<file path="src/rtl/fft_defs.vh">
// Shared defines for the FFT memory scheduler slice.
// ADDR_WIDTH covers the largest supported transform (65536 points).
`ifndef FFT_DEFS_VH
`define FFT_DEFS_VH
`define ADDR_WIDTH 16
`endif

</file>
<file path="src/rtl/fft_sched_pkg.sv">
// Package for the FFT ping-pong memory scheduler: FSM state and write-owner
// enums, plus helpers that derive the stage count and stage index width.
`include "fft_defs.vh"

package fft_sched_pkg;

  localparam int ADDR_W = `ADDR_WIDTH;

  typedef enum logic [2:0] {
    ST_IDLE   = 3'd0,
    ST_LOAD   = 3'd1,
    ST_RUN    = 3'd2,
    ST_WAIT   = 3'd3,
    ST_UNLOAD = 3'd4
  } state_e;

  typedef enum logic [1:0] {
    OWN_NONE   = 2'd0,
    OWN_LOADER = 2'd1,
    OWN_FFT    = 2'd2
  } owner_e;

  // Radix-2 transform of fft_size points needs log2(fft_size) stages.
  function automatic int num_stages_f(input int fft_size);
    return $clog2(fft_size);
  endfunction

  // Width able to hold 0..NUM_STAGES.
  function automatic int stg_w_f(input int fft_size);
    return $clog2($clog2(fft_size) + 1);
  endfunction

endpackage

</file>
<file path="src/rtl/fft_wport_mux.sv">
// Combinational write-port multiplexer in front of the ping-pong memory.
// The loader drives port a only; the FFT core drives both ports; with no
// owner everything is zero. force_off blocks both write enables outright.
module fft_wport_mux
  import fft_sched_pkg::*;
#(
  parameter int DATA_WIDTH = 64
) (
  input  owner_e                owner,
  input  logic                  force_off,
  input  logic [ADDR_W-1:0]     ld_waddr,
  input  logic [DATA_WIDTH-1:0] ld_wdata,
  input  logic                  ld_we,
  input  logic [ADDR_W-1:0]     fft_waddra,
  input  logic [ADDR_W-1:0]     fft_waddrb,
  input  logic [DATA_WIDTH-1:0] fft_wdataa,
  input  logic [DATA_WIDTH-1:0] fft_wdatab,
  input  logic                  fft_wea,
  input  logic                  fft_web,
  output logic [ADDR_W-1:0]     mem_waddra,
  output logic [ADDR_W-1:0]     mem_waddrb,
  output logic [DATA_WIDTH-1:0] mem_wdataa,
  output logic [DATA_WIDTH-1:0] mem_wdatab,
  output logic                  mem_wea,
  output logic                  mem_web
);

  logic sel_wea;
  logic sel_web;

  // Route the current owner's port onto the memory; non-owners see nothing.
  always_comb begin
    mem_waddra = '0;
    mem_waddrb = '0;
    mem_wdataa = '0;
    mem_wdatab = '0;
    sel_wea    = 1'b0;
    sel_web    = 1'b0;
    case (owner)
      OWN_LOADER: begin
        mem_waddra = ld_waddr;
        mem_wdataa = ld_wdata;
        sel_wea    = ld_we;
      end
      OWN_FFT: begin
        mem_waddra = fft_waddra;
        mem_waddrb = fft_waddrb;
        mem_wdataa = fft_wdataa;
        mem_wdatab = fft_wdatab;
        sel_wea    = fft_wea;
        sel_web    = fft_web;
      end
      OWN_NONE: begin
        sel_wea = 1'b0;
        sel_web = 1'b0;
      end
      default: begin
        sel_wea = 1'b0;
        sel_web = 1'b0;
      end
    endcase
  end

  assign mem_wea = force_off ? 1'b0 : sel_wea;
  assign mem_web = force_off ? 1'b0 : sel_web;

endmodule

</file>
<file path="src/rtl/fft_mem_sched.sv">
// FFT ping-pong memory scheduler: sequences load, per-stage FFT runs and
// unload, toggles the write bank after every fill, and grants write access
// to the current owner through fft_wport_mux.
// Optional stage watchdog: define FFT_MEM_SCHED_TIMEOUT_EN.
module fft_mem_sched
  import fft_sched_pkg::*;
#(
  parameter int  FFT_SIZE       = 4096,
  parameter int  DATA_WIDTH     = 64,
  parameter int  TIMEOUT_CYCLES = 65535,
  localparam int NUM_STAGES     = num_stages_f(FFT_SIZE),
  localparam int STG_W          = stg_w_f(FFT_SIZE)
) (
  input  logic                  clk,
  input  logic                  rst,
  input  logic                  start,
  input  logic                  ld_done,
  input  logic [ADDR_W-1:0]     ld_waddr,
  input  logic [DATA_WIDTH-1:0] ld_wdata,
  input  logic                  ld_we,
  input  logic [ADDR_W-1:0]     fft_waddra,
  input  logic [ADDR_W-1:0]     fft_waddrb,
  input  logic [DATA_WIDTH-1:0] fft_wdataa,
  input  logic [DATA_WIDTH-1:0] fft_wdatab,
  input  logic                  fft_wea,
  input  logic                  fft_web,
  input  logic                  stage_done,
  input  logic                  unld_done,
  output logic [ADDR_W-1:0]     mem_waddra,
  output logic [ADDR_W-1:0]     mem_waddrb,
  output logic [DATA_WIDTH-1:0] mem_wdataa,
  output logic [DATA_WIDTH-1:0] mem_wdatab,
  output logic                  mem_wea,
  output logic                  mem_web,
  output logic                  wmem_id,
  output logic                  rmem_id,
  output logic                  stage_start,
  output logic [STG_W-1:0]      stage_idx,
  output logic                  unld_start,
  output logic                  frame_done,
  output logic                  busy,
  output logic                  err
);

  localparam logic [STG_W-1:0] LAST_STAGE = STG_W'(NUM_STAGES - 1);

  // Elaboration-time guard on the configuration range.
  if ((FFT_SIZE < 16) || (FFT_SIZE > 65536) || ((FFT_SIZE & (FFT_SIZE - 1)) != 0)) begin : g_bad_size
    $error("fft_mem_sched: FFT_SIZE must be a power of two in 16..65536");
  end
  if ((TIMEOUT_CYCLES < 1) || (TIMEOUT_CYCLES > 65535)) begin : g_bad_tmo
    $error("fft_mem_sched: TIMEOUT_CYCLES must be in 1..65535");
  end

  state_e             state_r;
  state_e             next_state;
  owner_e             owner;
  logic               wmem_id_r;
  logic [STG_W-1:0]   stage_idx_r;
  logic               stage_start_r;
  logic               unld_start_r;
  logic               frame_done_r;
  logic               busy_r;
  logic               start_accept;
  logic               ld_accept;
  logic               stage_accept;
  logic               last_stage;
  logic               unld_accept;
  logic               tmo_fire;
  logic               tmo_hit;

`ifdef FFT_MEM_SCHED_TIMEOUT_EN
  localparam logic [15:0] TMO_LAST = 16'(TIMEOUT_CYCLES - 1);
  logic [15:0] tmo_cnt_r;
  logic        err_r;

  assign tmo_hit = (state_r == ST_WAIT) && (tmo_cnt_r == TMO_LAST);

  // Watchdog: restart on WAIT entry, count each WAIT cycle; sticky error flag.
  always_ff @(posedge clk) begin
    if (rst) begin
      tmo_cnt_r <= 16'd0;
      err_r     <= 1'b0;
    end else begin
      if ((state_r != ST_WAIT) && (next_state == ST_WAIT)) begin
        tmo_cnt_r <= 16'd0;
      end else if (state_r == ST_WAIT) begin
        tmo_cnt_r <= tmo_cnt_r + 16'd1;
      end else begin
        tmo_cnt_r <= tmo_cnt_r;
      end
      if (start_accept) begin
        err_r <= 1'b0;
      end else if (tmo_fire) begin
        err_r <= 1'b1;
      end else begin
        err_r <= err_r;
      end
    end
  end

  assign err = err_r;
`else
  assign tmo_hit = 1'b0;
  assign err     = 1'b0;
`endif

  // Next-state decode; events outside their own state are simply not decoded.
  always_comb begin
    next_state   = state_r;
    start_accept = 1'b0;
    ld_accept    = 1'b0;
    stage_accept = 1'b0;
    last_stage   = 1'b0;
    unld_accept  = 1'b0;
    tmo_fire     = 1'b0;
    case (state_r)
      ST_IDLE: begin
        if (start) begin
          start_accept = 1'b1;
          next_state   = ST_LOAD;
        end else begin
          next_state = ST_IDLE;
        end
      end
      ST_LOAD: begin
        if (ld_done) begin
          ld_accept  = 1'b1;
          next_state = ST_RUN;
        end else begin
          next_state = ST_LOAD;
        end
      end
      ST_RUN: begin
        next_state = ST_WAIT;
      end
      ST_WAIT: begin
        if (stage_done) begin
          stage_accept = 1'b1;
          if (stage_idx_r == LAST_STAGE) begin
            last_stage = 1'b1;
            next_state = ST_UNLOAD;
          end else begin
            next_state = ST_RUN;
          end
        end else if (tmo_hit) begin
          tmo_fire   = 1'b1;
          next_state = ST_IDLE;
        end else begin
          next_state = ST_WAIT;
        end
      end
      ST_UNLOAD: begin
        if (unld_done) begin
          unld_accept = 1'b1;
          next_state  = ST_IDLE;
        end else begin
          next_state = ST_UNLOAD;
        end
      end
      default: begin
        next_state = ST_IDLE;
      end
    endcase
  end

  // State register.
  always_ff @(posedge clk) begin
    if (rst) begin
      state_r <= ST_IDLE;
    end else begin
      state_r <= next_state;
    end
  end

  // Bank toggle after each completed fill, and stage index tracking.
  // wmem_id is deliberately kept across frames.
  always_ff @(posedge clk) begin
    if (rst) begin
      wmem_id_r   <= 1'b0;
      stage_idx_r <= '0;
    end else begin
      if (ld_accept || stage_accept) begin
        wmem_id_r <= ~wmem_id_r;
      end else begin
        wmem_id_r <= wmem_id_r;
      end
      if (start_accept || unld_accept || tmo_fire) begin
        stage_idx_r <= '0;
      end else if (stage_accept && !last_stage) begin
        stage_idx_r <= stage_idx_r + STG_W'(1);
      end else begin
        stage_idx_r <= stage_idx_r;
      end
    end
  end

  // Registered pulses and busy flag, aligned with the state they describe.
  always_ff @(posedge clk) begin
    if (rst) begin
      stage_start_r <= 1'b0;
      unld_start_r  <= 1'b0;
      frame_done_r  <= 1'b0;
      busy_r        <= 1'b0;
    end else begin
      stage_start_r <= (next_state == ST_RUN);
      unld_start_r  <= (state_r != ST_UNLOAD) && (next_state == ST_UNLOAD);
      frame_done_r  <= unld_accept;
      busy_r        <= (next_state != ST_IDLE);
    end
  end

  // Write ownership follows the current state.
  always_comb begin
    owner = OWN_NONE;
    case (state_r)
      ST_LOAD: owner = OWN_LOADER;
      ST_RUN:  owner = OWN_FFT;
      ST_WAIT: owner = OWN_FFT;
      default: owner = OWN_NONE;
    endcase
  end

  fft_wport_mux #(
    .DATA_WIDTH (DATA_WIDTH)
  ) u_wport_mux (
    .owner      (owner),
    .force_off  (rst),
    .ld_waddr   (ld_waddr),
    .ld_wdata   (ld_wdata),
    .ld_we      (ld_we),
    .fft_waddra (fft_waddra),
    .fft_waddrb (fft_waddrb),
    .fft_wdataa (fft_wdataa),
    .fft_wdatab (fft_wdatab),
    .fft_wea    (fft_wea),
    .fft_web    (fft_web),
    .mem_waddra (mem_waddra),
    .mem_waddrb (mem_waddrb),
    .mem_wdataa (mem_wdataa),
    .mem_wdatab (mem_wdatab),
    .mem_wea    (mem_wea),
    .mem_web    (mem_web)
  );

  assign wmem_id     = wmem_id_r;
  assign rmem_id     = ~wmem_id_r;
  assign stage_idx   = stage_idx_r;
  assign stage_start = stage_start_r;
  assign unld_start  = unld_start_r;
  assign frame_done  = frame_done_r;
  assign busy        = busy_r;

endmodule
</file>
<file path="config.mk">
export PLATFORM = sky130hd
export DESIGN_NAME = fft_mem_sched
export DESIGN_NICKNAME = d
export VERILOG_FILES = /design/src/rtl/fft_sched_pkg.sv /design/src/rtl/fft_wport_mux.sv /design/src/rtl/fft_mem_sched.sv
export VERILOG_INCLUDE_DIRS = /design/src /design/src/rtl
export SDC_FILE = /design/constraint.sdc
export NUM_CORES = 1
export LEC_CHECK = 0
export ABC_AREA = 1
export BUFFER_PORTS_ARGS = -buffer_cell sky130_fd_sc_hd__buf_2
export CAP_MARGIN = 20
export CORE_AREA = 4 4 160 162
export DETAILED_ROUTE_END_ITERATION = 16
export DIE_AREA = 0 0 164 166
export PLACE_DENSITY_LB_ADDON = 0.15
export SYNTH_ARGS = -nofsm -noshare
export SYNTH_HDL_FRONTEND = slang
export SYNTH_SLANG_ARGS = --single-unit
</file>
<file path="constraint.sdc">
create_clock -name clk -period 3.54 [get_ports clk]
set_input_delay 0.708 -clock clk [delete_from_list [all_inputs] [get_ports clk]]
set_output_delay 0.708 -clock clk [all_outputs]
set_load 0.02 [all_outputs]
</file>
-- Yosys cells after proc, flatten, opt, wreduce, memory -nomap -nowiden
Cells that the tools add are included.
- word-level logic and storage cells: 54
- register bits: 12
- input port bits: 249
- output and inout port bits: 173
- reductions and logical operators: 9
- $add $sub $neg: 1
- multiplexer cells: 26
- bitwise logic cells: 1
- eq/ne operators: 10
- operators by type and width (operator ; number):
    $pmux W64 S2 ; 1
    $mux W64 ; 1
    $pmux W16 S2 ; 1
    $mux W16 ; 1
    $mux W1 ; 15
    $pmux W3 S5 ; 1
    $eq A3 B2 Y1 const B ; 3
    $mux W3 ; 3
    $eq A3 B3 Y1 const B ; 2
    $add A4 B1 Y4 const B ; 1
    $eq A4 B4 Y1 const B ; 1
    $pmux W2 S2 ; 1
    $reduce_or A2 Y1 ; 2
    $eq A3 B1 Y1 const B ; 1
    $logic_not A3 Y1 ; 1
    $ne A3 B3 Y1 const B ; 1
    $reduce_bool A3 Y1 ; 1
    $eq A2 B1 Y1 const B ; 1
    $eq A2 B2 Y1 const B ; 1
    $logic_and A1 B1 Y1 ; 2
    $logic_or A1 B1 Y1 ; 2
    $mux W2 ; 1
    $pmux W1 S2 ; 1
    $logic_not A1 Y1 ; 1
    $not A1 Y1 ; 1

-- Logic depth before layout (Yosys ltp)
Gate-level depths: netlist of run 1.
- depth after elaboration: 6
- mapped depth: 9
- depth with buffers taken out: 9

-- Cells and area by module
From an unflattened synthesis of run 1, not the netlist that was laid out.
- cell total of the unflattened synthesis: 535
- area, all modules: 2494.9 µm²
- modules (own cells, without submodules) (module ; sequential area each (µm²) ; instances ; cells an instance ; area an instance (µm²)):
    fft_wport_mux ; 0.0 ; 1 ; 448 ; 1905.6
    fft_mem_sched ; 240.2 ; 1 ; 87 ; 589.3

-- Worst setup path after synthesis of run 1
Ideal clock, no wire load.
- path type: input-to-output
- start: in rst
- end: out mem_wea
- path slack: 1.451 ns
- data arrival time: 1.381 ns
- path buffers: 0
- cell stages on the path: 3
- required time: 2.832 ns
- cells stage by stage: inv_1 nand2_1 o21ai_0
- longest elaborated chain between the ends: 1
- ends and longest elaborated chain (item ; line ; source):
    start, declared ; fft_mem_sched.sv:15 ; input logic rst,
    $mux W1 ; fft_wport_mux.sv:64 ; assign mem_wea = force_off ? 1'b0 : sel_wea;
    end, declared ; fft_mem_sched.sv:33 ; output logic mem_wea,
Every way passes these cells.

-- Worst setup path in the final report of run 1
- start: reg state_r[1]
- end: out mem_wdataa[44]
- longest elaborated chain between the ends: 5
- elaborated cells between the ends (all ways): 8
- those cells by class: eq/ne: 5; mux: 2; reduce/logical: 1
- ends and longest elaborated chain (item ; line ; source):
    start, declared ; fft_mem_sched.sv:55 ; state_e state_r;
    start signal, assigned ; fft_mem_sched.sv:172 ; state_r <= next_state;
    $eq A3 B2 Y1 ; fft_mem_sched.sv:216 ; case (state_r)
    $reduce_or A2 Y1 (no source line) ; - ;
    $pmux W2 S2 (*) ; fft_mem_sched.sv:216 ;
    $eq A2 B2 Y1 or $eq A2 B1 Y1 (tied branches) ; fft_wport_mux.sv:39 ; case (owner)
    $pmux W64 S2 (*) ; fft_wport_mux.sv:39 ;
    end, declared ; fft_mem_sched.sv:31 ; output logic [DATA_WIDTH-1:0] mem_wdataa,
Mark *: on every way between the ends. The rest lies on a longest branch, timed or not.

==> flow_metrics.tcl, run 1 <==
set metrics [dict create \
    cts-root-buf "clkbuf_16" \
    htreeDepth 1 \
    p_sw_uw 636 \
    vias 4209 \
    place_congestion 0.792 \
    p_per_area_nw_per_um2 275 \
    path_clk_slew_ns 0.05 \
    ys_seq_elements 12 \
    ys.flop_type "dfxtp_1" \
    dpl.hpwl_um 16000 \
    design_power_total_mw 1.30 \
    drcViolationCount 0 \
    portBuffers 420 \
    relSlewSlack 0.456 \
    die_y_um 166 \
    peakVddDrop_mv 0.158 \
    netSwitchingFraction 0.488 \
    drive_gt1_frac 0.575 \
    grt_max_degree 82 \
    area_growth_pct 118 \
    fmax_mhz 382 \
    comb_power_share 0.694 \
    syn_inst 371 \
    end_kind "primary output" \
    fin_tns_setup_ns 0 \
    post_cts_buffers 0 \
    maxCapViolCount 0 \
    critPathLaunchType "flip-flop" \
    viasPerCell 3.85 \
    grt_antenna_before_repair 6 \
    outcome "finished, final reports clean" \
    p_leak_nw 3.07 \
    yosysMostFrequentCell "nor2_1" \
    drv_slew 0 \
    syn_avg_cell_area_sq_um 5.85 \
    setup_viol 0 \
    wirelength_um 18300 \
    worstPathMaxFanout 31 \
    ctsResizeCount 0 \
    start_util 0.0901 \
    synth_edf_count 0 \
    ys_seq_area_frac 0.111 \
    synth.distinct_cells 18 \
    seqPwrFrac 0.124 \
    synthTopCellsByArea "a32o_1, nor2_1, inv_1, dfxtp_1, nand2_1" \
    p_clk_frac 0.181 \
    ys_warn_count 0 \
    pre_cts_slack_ns 1.13 \
    grt_overflow 0 \
    grt_pass1_vias 4333 \
    synth_nets 621 \
    cp.required_ns 2.83 \
    synth.largest_area_cell "a32o_1" \
    grt_pass1_wl_um 26200 \
    synth_commonest_cells "nor2_1, inv_1, a32o_1" \
    ant_nets 0 \
    postCtsHoldBufs 0 \
    place_area_sq_um 4650 \
    cts.sinks 12 \
    cts_tree "yes" \
    crit_type "reg -> out" \
    worstHoldPathType "reg -> reg" \
    async_reset_ff_frac 0 \
    rsz0062_at_grt "no" \
    cts_buffer_depth 2 \
    critPathArrivalTime_ns 1.91 \
    layout.cells.non_filler 1094 \
    synth_top_area_frac 0.369 \
    fin_ws_ns 0.924 \
    die_w_um 164 \
    core_area_sq_um 24100 \
    dp_cells 1089 \
    final_hold_viol_count 0 \
    period_minus_slack_ns 2.62 \
    internal_power_uw 666 \
    finalClockSkew_ns 0.00448 \
    worstMarginPinSlew_ns 0.817 \
    boundaryPins 422 \
    worstSkewPairLatency_ns 0.24 \
    wl_per_cell_um 16.7 \
    first_iter_violations 245 \
    grt.total_usage 0.122 \
    rows 57 \
    netlist_area_sq_um 2170 \
    finalNetCount 1020 \
    final_cell_area_sq_um 4740 \
    period_share 0.739 \
    dieArea_sq_um 27200 \
    dr.pass1.iters 4 \
    cts_buffers 3 \
]
==> kinds of logic after synthesis <==
group | share of synthesized area
buffers and inverters | 0.244
adders and majority gates | 0.00576
other | 0.00173
xor gates and xnor gates | 0.00403
AOI/OAI and AO/OA | 0.380
and+or+nand+nor | 0.253
DFF | 0.111
==> power by group through the flow <==
stage	Clock, mW	Sequential (mW)	Combinational, mW
after global routing	0.249	0.163	0.976
after floorplan	0	0.154	0.510
after CTS	0.240	0.162	0.921
final	0.236	0.162	0.904
after detailed placement	0	0.165	0.917
after global placement	0	0.165	0.923
==> area by class of cell <==
type                            instances  area, sq um
Inverter                               95          357
Multi-Input combinational cell        227         1410
Tap cell                              324          405
Fill cell                            2884        19400
Sequential cell                        12          241
Clock buffer                            4         88.8
Timing Repair Buffer                  431         2230
Antenna cell                            1         2.50
==> per-stage QoR <==
stage | hold slack (ns) | utilization
final | 0.516 | 0.197
after floorplan | 0.544 | -
after CTS | 0.518 | 0.196
after detailed placement | 0.511 | 0.193
after global routing | 0.565 | 0.197
after global placement | 0.527 | 0.193
==> critical path, cell delays in order, from the launching register on <==
cell and delay, ns:
dfxtp_1 0.47, nand2_4 0.08, inv_2 0.47, buf_4 0.26, a32o_1 0.16, buf_2 0.19
==> placed cells by master (no fill, tap or decap) <==
master,Yosys,final
a21oi_1,4,4
a32o_1,80,80
buf_12,0,4
buf_2,22,420
buf_4,2,7
clkbuf_16,0,3
clkbuf_8,0,1
conb_1,1,1
dfxtp_1,12,11
dfxtp_2,0,1
diode_2,0,1
ha_1,1,1
inv_1,91,91
inv_2,4,4
nand2_1,31,31
nand2_4,1,1
nand3_1,9,9
nand3b_1,2,2
nand4_1,1,1
nor2_1,95,94
nor2_4,0,1
o21ai_0,1,1
xor2_1,1,1
==> sequential cells by signal (all words and copies together), names as in the netlist <==
signal	cells
busy	1
state_r	3
stage_idx	4
frame_done	1
stage_start	1
wmem_id	1
unld_start	1
==> metal layers <==
| layer | vias to the layer above | wire length, um | track usage |
|---|---|---|---|
| met5 | - | 69 | 0 |
| met4 | 10 | 222 | 0.0135 |
| met3 | 20 | 2030 | 0.0367 |
| met2 | 270 | 9710 | 0.248 |
| met1 | 1872 | 6300 | 0.124 |
| li1 | 2037 | - | - |
==> final timing paths <==
path                      from  slack [ns]  cells past startpoint        endpoint
setup / recovery    state_r[1]        0.92                      5  mem_wdataa[44]
hold / removal    stage_idx[3]        0.52                      2    stage_idx[3]
setup reg to reg    state_r[2]        1.79                      9    stage_idx[0]
hold reg to reg   stage_idx[3]        0.52                      2    stage_idx[3]
No activity file was read; power rests on OpenSTA's default activity.
==> inputs of run 2 (changes only) <==
--- a/config.mk
+++ b/config.mk
@@ -6,12 +6,12 @@
 export SDC_FILE = /design/constraint.sdc
 export NUM_CORES = 1
 export LEC_CHECK = 0
-export ABC_AREA = 1
+export ABC_AREA = 0
 export BUFFER_PORTS_ARGS = -buffer_cell sky130_fd_sc_hd__buf_2
 export CAP_MARGIN = 20
-export CORE_AREA = 4 4 160 162
+export CORE_AREA = 4 4 163 165
 export DETAILED_ROUTE_END_ITERATION = 16
-export DIE_AREA = 0 0 164 166
+export DIE_AREA = 0 0 167 169
 export PLACE_DENSITY_LB_ADDON = 0.15
 export SYNTH_ARGS = -nofsm -noshare
 export SYNTH_HDL_FRONTEND = slang
==> constraint.sdc (replaced) <==
create_clock -name clk -period 2.5 [get_ports clk]
set_input_delay 0.5 -clock clk [delete_from_list [all_inputs] [get_ports clk]]
set_output_delay 0.5 -clock clk [all_outputs]
set_load 0.02 [all_outputs]
==> flow_metrics.tcl, run 2 <==
set metrics [dict create \
    largest_reg_flops 4 \
    worstPathMaxFanout 16 \
    ys.flop_type "dfxtp_1" \
    use_met2 0.198 \
    ys_warn_count 0 \
    grt_pass1_wl_um 22700 \
    netlist_area_sq_um 1930 \
    rsz0062_at_grt "no" \
    grt_overflow 0 \
    relSlewSlack 0.620 \
    cts-root-buf "clkbuf_16" \
    path_clk_slew_ns 0.04 \
    crit_family "buffers and inverters" \
    wl_per_cell_um 16.4 \
    gr-usage-met1 0.115 \
    async_reset_ff_frac 0 \
    grt_max_degree 117 \
    dp_cells 982 \
    mostFrequentLayoutCells "buf_2, and2_1, a22o_1" \
    first_iter_violations 114 \
    r2r_slack_ns 0.98 \
    period_minus_slack_ns 2.33 \
    drv_slew 0 \
    worstMarginPinSlew_ns 0.565 \
    fmax_mhz 429 \
    peakVddDrop_mv 0.158 \
    start_util 0.0773 \
    cts_buffers 3 \
    grt_pass1_vias 3578 \
    finalNetCount 907 \
    cts.sinks 12 \
    maxCapViolCount 0 \
    layout.cells.most_common "buf_2" \
    synth_nets 504 \
    final-seq-area_sq_um 241 \
    portBuffers 420 \
    drcViolationCount 0 \
    end_kind "primary output" \
    place_congestion 0.776 \
    syn_avg_cell_area_sq_um 7.62 \
    worstHoldPathType "reg -> reg" \
    setup_viol 0 \
    grt.total_usage 0.102 \
    crit_buf_inv 3 \
    crit_type "reg -> out" \
    die_w_um 167 \
    boundaryPins 422 \
    viasPerCell 3.52 \
    critPathArrivalTime_ns 1.83 \
    finalClockSkew_ns 0.000610 \
    critical_path.cell_chain "nor3b_4, buf_12, buf_4, a22o_1, buf_2" \
    post_cts_buffers 0 \
    yosysMostFrequentCell "and2_1" \
    cp.required_ns 2.00 \
    synth_commonest_cells "and2_1, a22o_1, buf_2, dfxtp_1, buf_4" \
    worstSkewPairLatency_ns 0.24 \
    area_growth_pct 133 \
    ys_seq_elements 12 \
    vias 3472 \
    die_y_um 169 \
    multi_input_area_sq_um 1530 \
    core_area_sq_um 25000 \
    synth_edf_count 0 \
    cts_tree "yes" \
    drive_gt1_frac 0.665 \
    met3_usage 0.0280 \
    dieArea_sq_um 28200 \
    synth.distinct_cells 31 \
    fin_tns_setup_ns 0 \
    p_per_area_nw_per_um2 332 \
    htreeDepth 1 \
    synth.largest_area_cell "a22o_1" \
    period_share 0.932 \
    critPathLaunchType "flip-flop" \
    syn_inst 254 \
    critPathMaxStageDelay_ns 0.44 \
    ant_nets 0 \
    p_leak_nw 2.72 \
    dpl.hpwl_um 14000 \
    layout.cells.non_filler 987 \
    synth_top_area_frac 0.362 \
    outcome "finished, final reports clean" \
    grt_antenna_before_repair 6 \
    nFillCells 2917 \
    rows 58 \
    synthTopCellsByArea "a22o_1, and2_1, dfxtp_1, buf_4, buf_2" \
    holdWs_ns 0.498 \
    design_power_total_mw 1.50 \
    ys_seq_area_frac 0.124 \
    crit_slowest_cell "dfxtp_1" \
    final_hold_viol_count 0 \
    wirelength_um 16200 \
    grt.busiest_layer "met2" \
    dr.pass1.iters 4 \
    cts_buffer_depth 2 \
]
[run 2: layer usage]
layer	part of all wire	up-vias
li1	-	1744
met1	0.37	1480
met2	0.53	224
met3	0.088	14
met4	0.0044	10
met5	0.0039	-
[run 2: worst register-to-register path: stages (launching register included)]
cell and delay (ns):
dfxtp_1 0.58, or3b_1 0.41, or3_1 0.36, nand4_1 0.11
[run 2: path summary, 6_finish.rpt]
| check | start | endpoint | depth (start not counted) |
|---|---|---|---|
| setup / recovery | state_r[2] | mem_wdataa[60] | 5 |
| hold / removal | wmem_id | wmem_id | 2 |
| setup reg to reg | state_r[2] | busy | 3 |
| hold reg to reg | wmem_id | wmem_id | 2 |
[run 2: power breakdown]
part / switching [mW] / internal (mW)
clock: 0.0877 / 0.242
combinational: 0.539 / 0.422
sequential: 0.00732 / 0.200
total: 0.635 / 0.863
[run 2: stage by stage]
stage	util	cell area [sq um]	worst slack (ns)
after global routing	0.180	4510	0.0181
final	0.180	4510	0.170
after global placement	0.176	4410	0.270
after CTS	0.180	4500	0.000262
after floorplan	-	1930	0.759
after detailed placement	0.176	4410	0.273
[run 2: area by class of cell]
type | instances | area share
inverter | 5 | 0.00416
antenna | 1 | 0.000555
sequential | 12 | 0.0536
clock buffer | 4 | 0.0197
timing repair buffer | 429 | 0.492
tap | 330 | 0.0916
multi-input combinational | 206 | 0.338
[run 2: logic make-up after synthesis]
family / share of synthesized area
compound gates: 0.415
fa+ha+maj: 0.00647
buf+inv: 0.0970
flops: 0.124
mux: 0.0103
other cells: 0.00194
simple gates: 0.345
[run 2: repair_timing]
item / CTS / global route
hold buffers: 0 / 0
gates resized for setup: 0 / 2
endpoints found under the setup margin: 0 / 37
==> inputs of run 3 (changes only) <==
--- a/config.mk
+++ b/config.mk
@@ -6,12 +6,12 @@
 export SDC_FILE = /design/constraint.sdc
 export NUM_CORES = 1
 export LEC_CHECK = 0
-export ABC_AREA = 0
+export ABC_AREA = 1
 export BUFFER_PORTS_ARGS = -buffer_cell sky130_fd_sc_hd__buf_2
 export CAP_MARGIN = 20
-export CORE_AREA = 4 4 163 165
+export CORE_AREA = 4 4 161 163
 export DETAILED_ROUTE_END_ITERATION = 16
-export DIE_AREA = 0 0 167 169
+export DIE_AREA = 0 0 165 167
 export PLACE_DENSITY_LB_ADDON = 0.15
 export SYNTH_ARGS = -nofsm -noshare
 export SYNTH_HDL_FRONTEND = slang
==> flow_metrics.tcl, run 3 (synthesis gave the netlist of run 1 again) <==
set metrics [dict create \
    worstSkewPairLatency_ns 0.24 \
    rows 57 \
    cp.required_ns 2.00 \
    critPathArrivalTime_ns 1.66 \
    critPathMaxStageDelay_ns 0.48 \
    mostFrequentLayoutCells "buf_2, nor2_1, inv_1" \
    grt.total_usage 0.125 \
    ant_nets 0 \
    cts_tree "yes" \
    dp_cells 1084 \
    worstPathMaxFanout 83 \
    post_cts_buffers 0 \
    dieArea_sq_um 27600 \
    cts_buffers 3 \
    drcViolationCount 0 \
    htreeDepth 1 \
    peakVddDrop_mv 0.237 \
    finalNetCount 1015 \
    cts_buffer_depth 2 \
    end_kind "primary output" \
    p_leak_nw 3.05 \
    grt_antenna_before_repair 9 \
    pre_cts_slack_ns 0.597 \
    layout.cells.most_common "buf_2" \
    setup_viol 0 \
    postCtsHoldBufs 0 \
    utilization 0.193 \
    period_share 0.865 \
    crit_family "buffers and inverters" \
    outcome "finished, final reports clean" \
    grt_pass1_vias 4136 \
    critPathLaunchType "flip-flop" \
    first_iter_violations 192 \
    viasPerCell 3.87 \
    portBuffers 420 \
    rsz0062_at_grt "no" \
    place_congestion 0.824 \
    cts-root-buf "clkbuf_16" \
    critical_path.cell_chain "nand2_4, inv_2, buf_12, a32o_1, buf_2" \
    core_area_sq_um 24300 \
    start_util 0.0893 \
    boundaryPins 422 \
    grt_pass1_wl_um 26400 \
    drv_slew 0 \
    p_per_area_nw_per_um2 390 \
    cts.sinks 12 \
    period_minus_slack_ns 2.16 \
    grt_overflow 0 \
    fmax_mhz 462 \
    fin_ws_ns 0.338 \
    drive_gt1_frac 0.572 \
    vias 4216 \
    path_clk_slew_ns 0.04 \
    crit_slowest_cell "dfxtp_1" \
    area_growth_pct 117 \
    ctsResizeCount 0 \
    layout.cells.non_filler 1090 \
    final_hold_viol_count 0 \
    fin_tns_setup_ns 0 \
    final_cell_area_sq_um 4700 \
    dpl.hpwl_um 16700 \
    maxCapViolCount 0 \
    grt_max_degree 84 \
    holdWs_ns 0.477 \
    crit_type "reg -> out" \
    wirelength_um 19400 \
    die_y_um 167 \
    place_area_sq_um 4610 \
    crit_buf_inv 3 \
    finalClockSkew_ns 0.00147 \
    dr.pass1.iters 4 \
    largest_reg_flops 4 \
    design_power_total_mw 1.83 \
    worstHoldPathType "in -> reg" \
    die_w_um 165 \
    wl_per_cell_um 17.8 \
]
[run 3: worst register-to-register path, cell delays in order (launching register included)]
cell     delay [ns]
dfxtp_1        0.46
inv_2          0.10
nand2_4        0.09
buf_12         0.26
nor2_1         0.08
nand2_1        0.15
inv_2          0.08
nand2_1        0.06
nand2_1        0.04
nor2_1         0.07
[run 3: final timing paths]
path / startpoint / to / slack (ns) / depth (start not counted)
setup reg to reg: state_r[2] / stage_idx[0] / 1.05 / 9
setup / recovery: state_r[1] / mem_wdataa[3] / 0.34 / 5
hold / removal: rst / stage_start / 0.48 / 2
hold reg to reg: stage_idx[3] / stage_idx[3] / 0.52 / 2
[run 3: cell type report]
type,count,area (sq um)
diodes,2,5.00
clock buffers,4,88.8
fillers,2907,19600
inverters,95,357
multi-input cells,227,1410
flip-flops and latches,12,241
well taps,324,405
repair buffers,426,2200
[run 3: layer usage]
| metal | wire (um) | GRT usage |
|---|---|---|
| met2 | 10100 | 0.243 |
| met3 | 2120 | 0.0376 |
| met4 | 497 | 0.0344 |
| met5 | 67 | 0 |
| met1 | 6610 | 0.125 |
[run 3: power by group]
part,switching [mW],internal (mW)
Combinational,0.811,0.487
Clock,0.0833,0.241
Sequential,0.00763,0.202
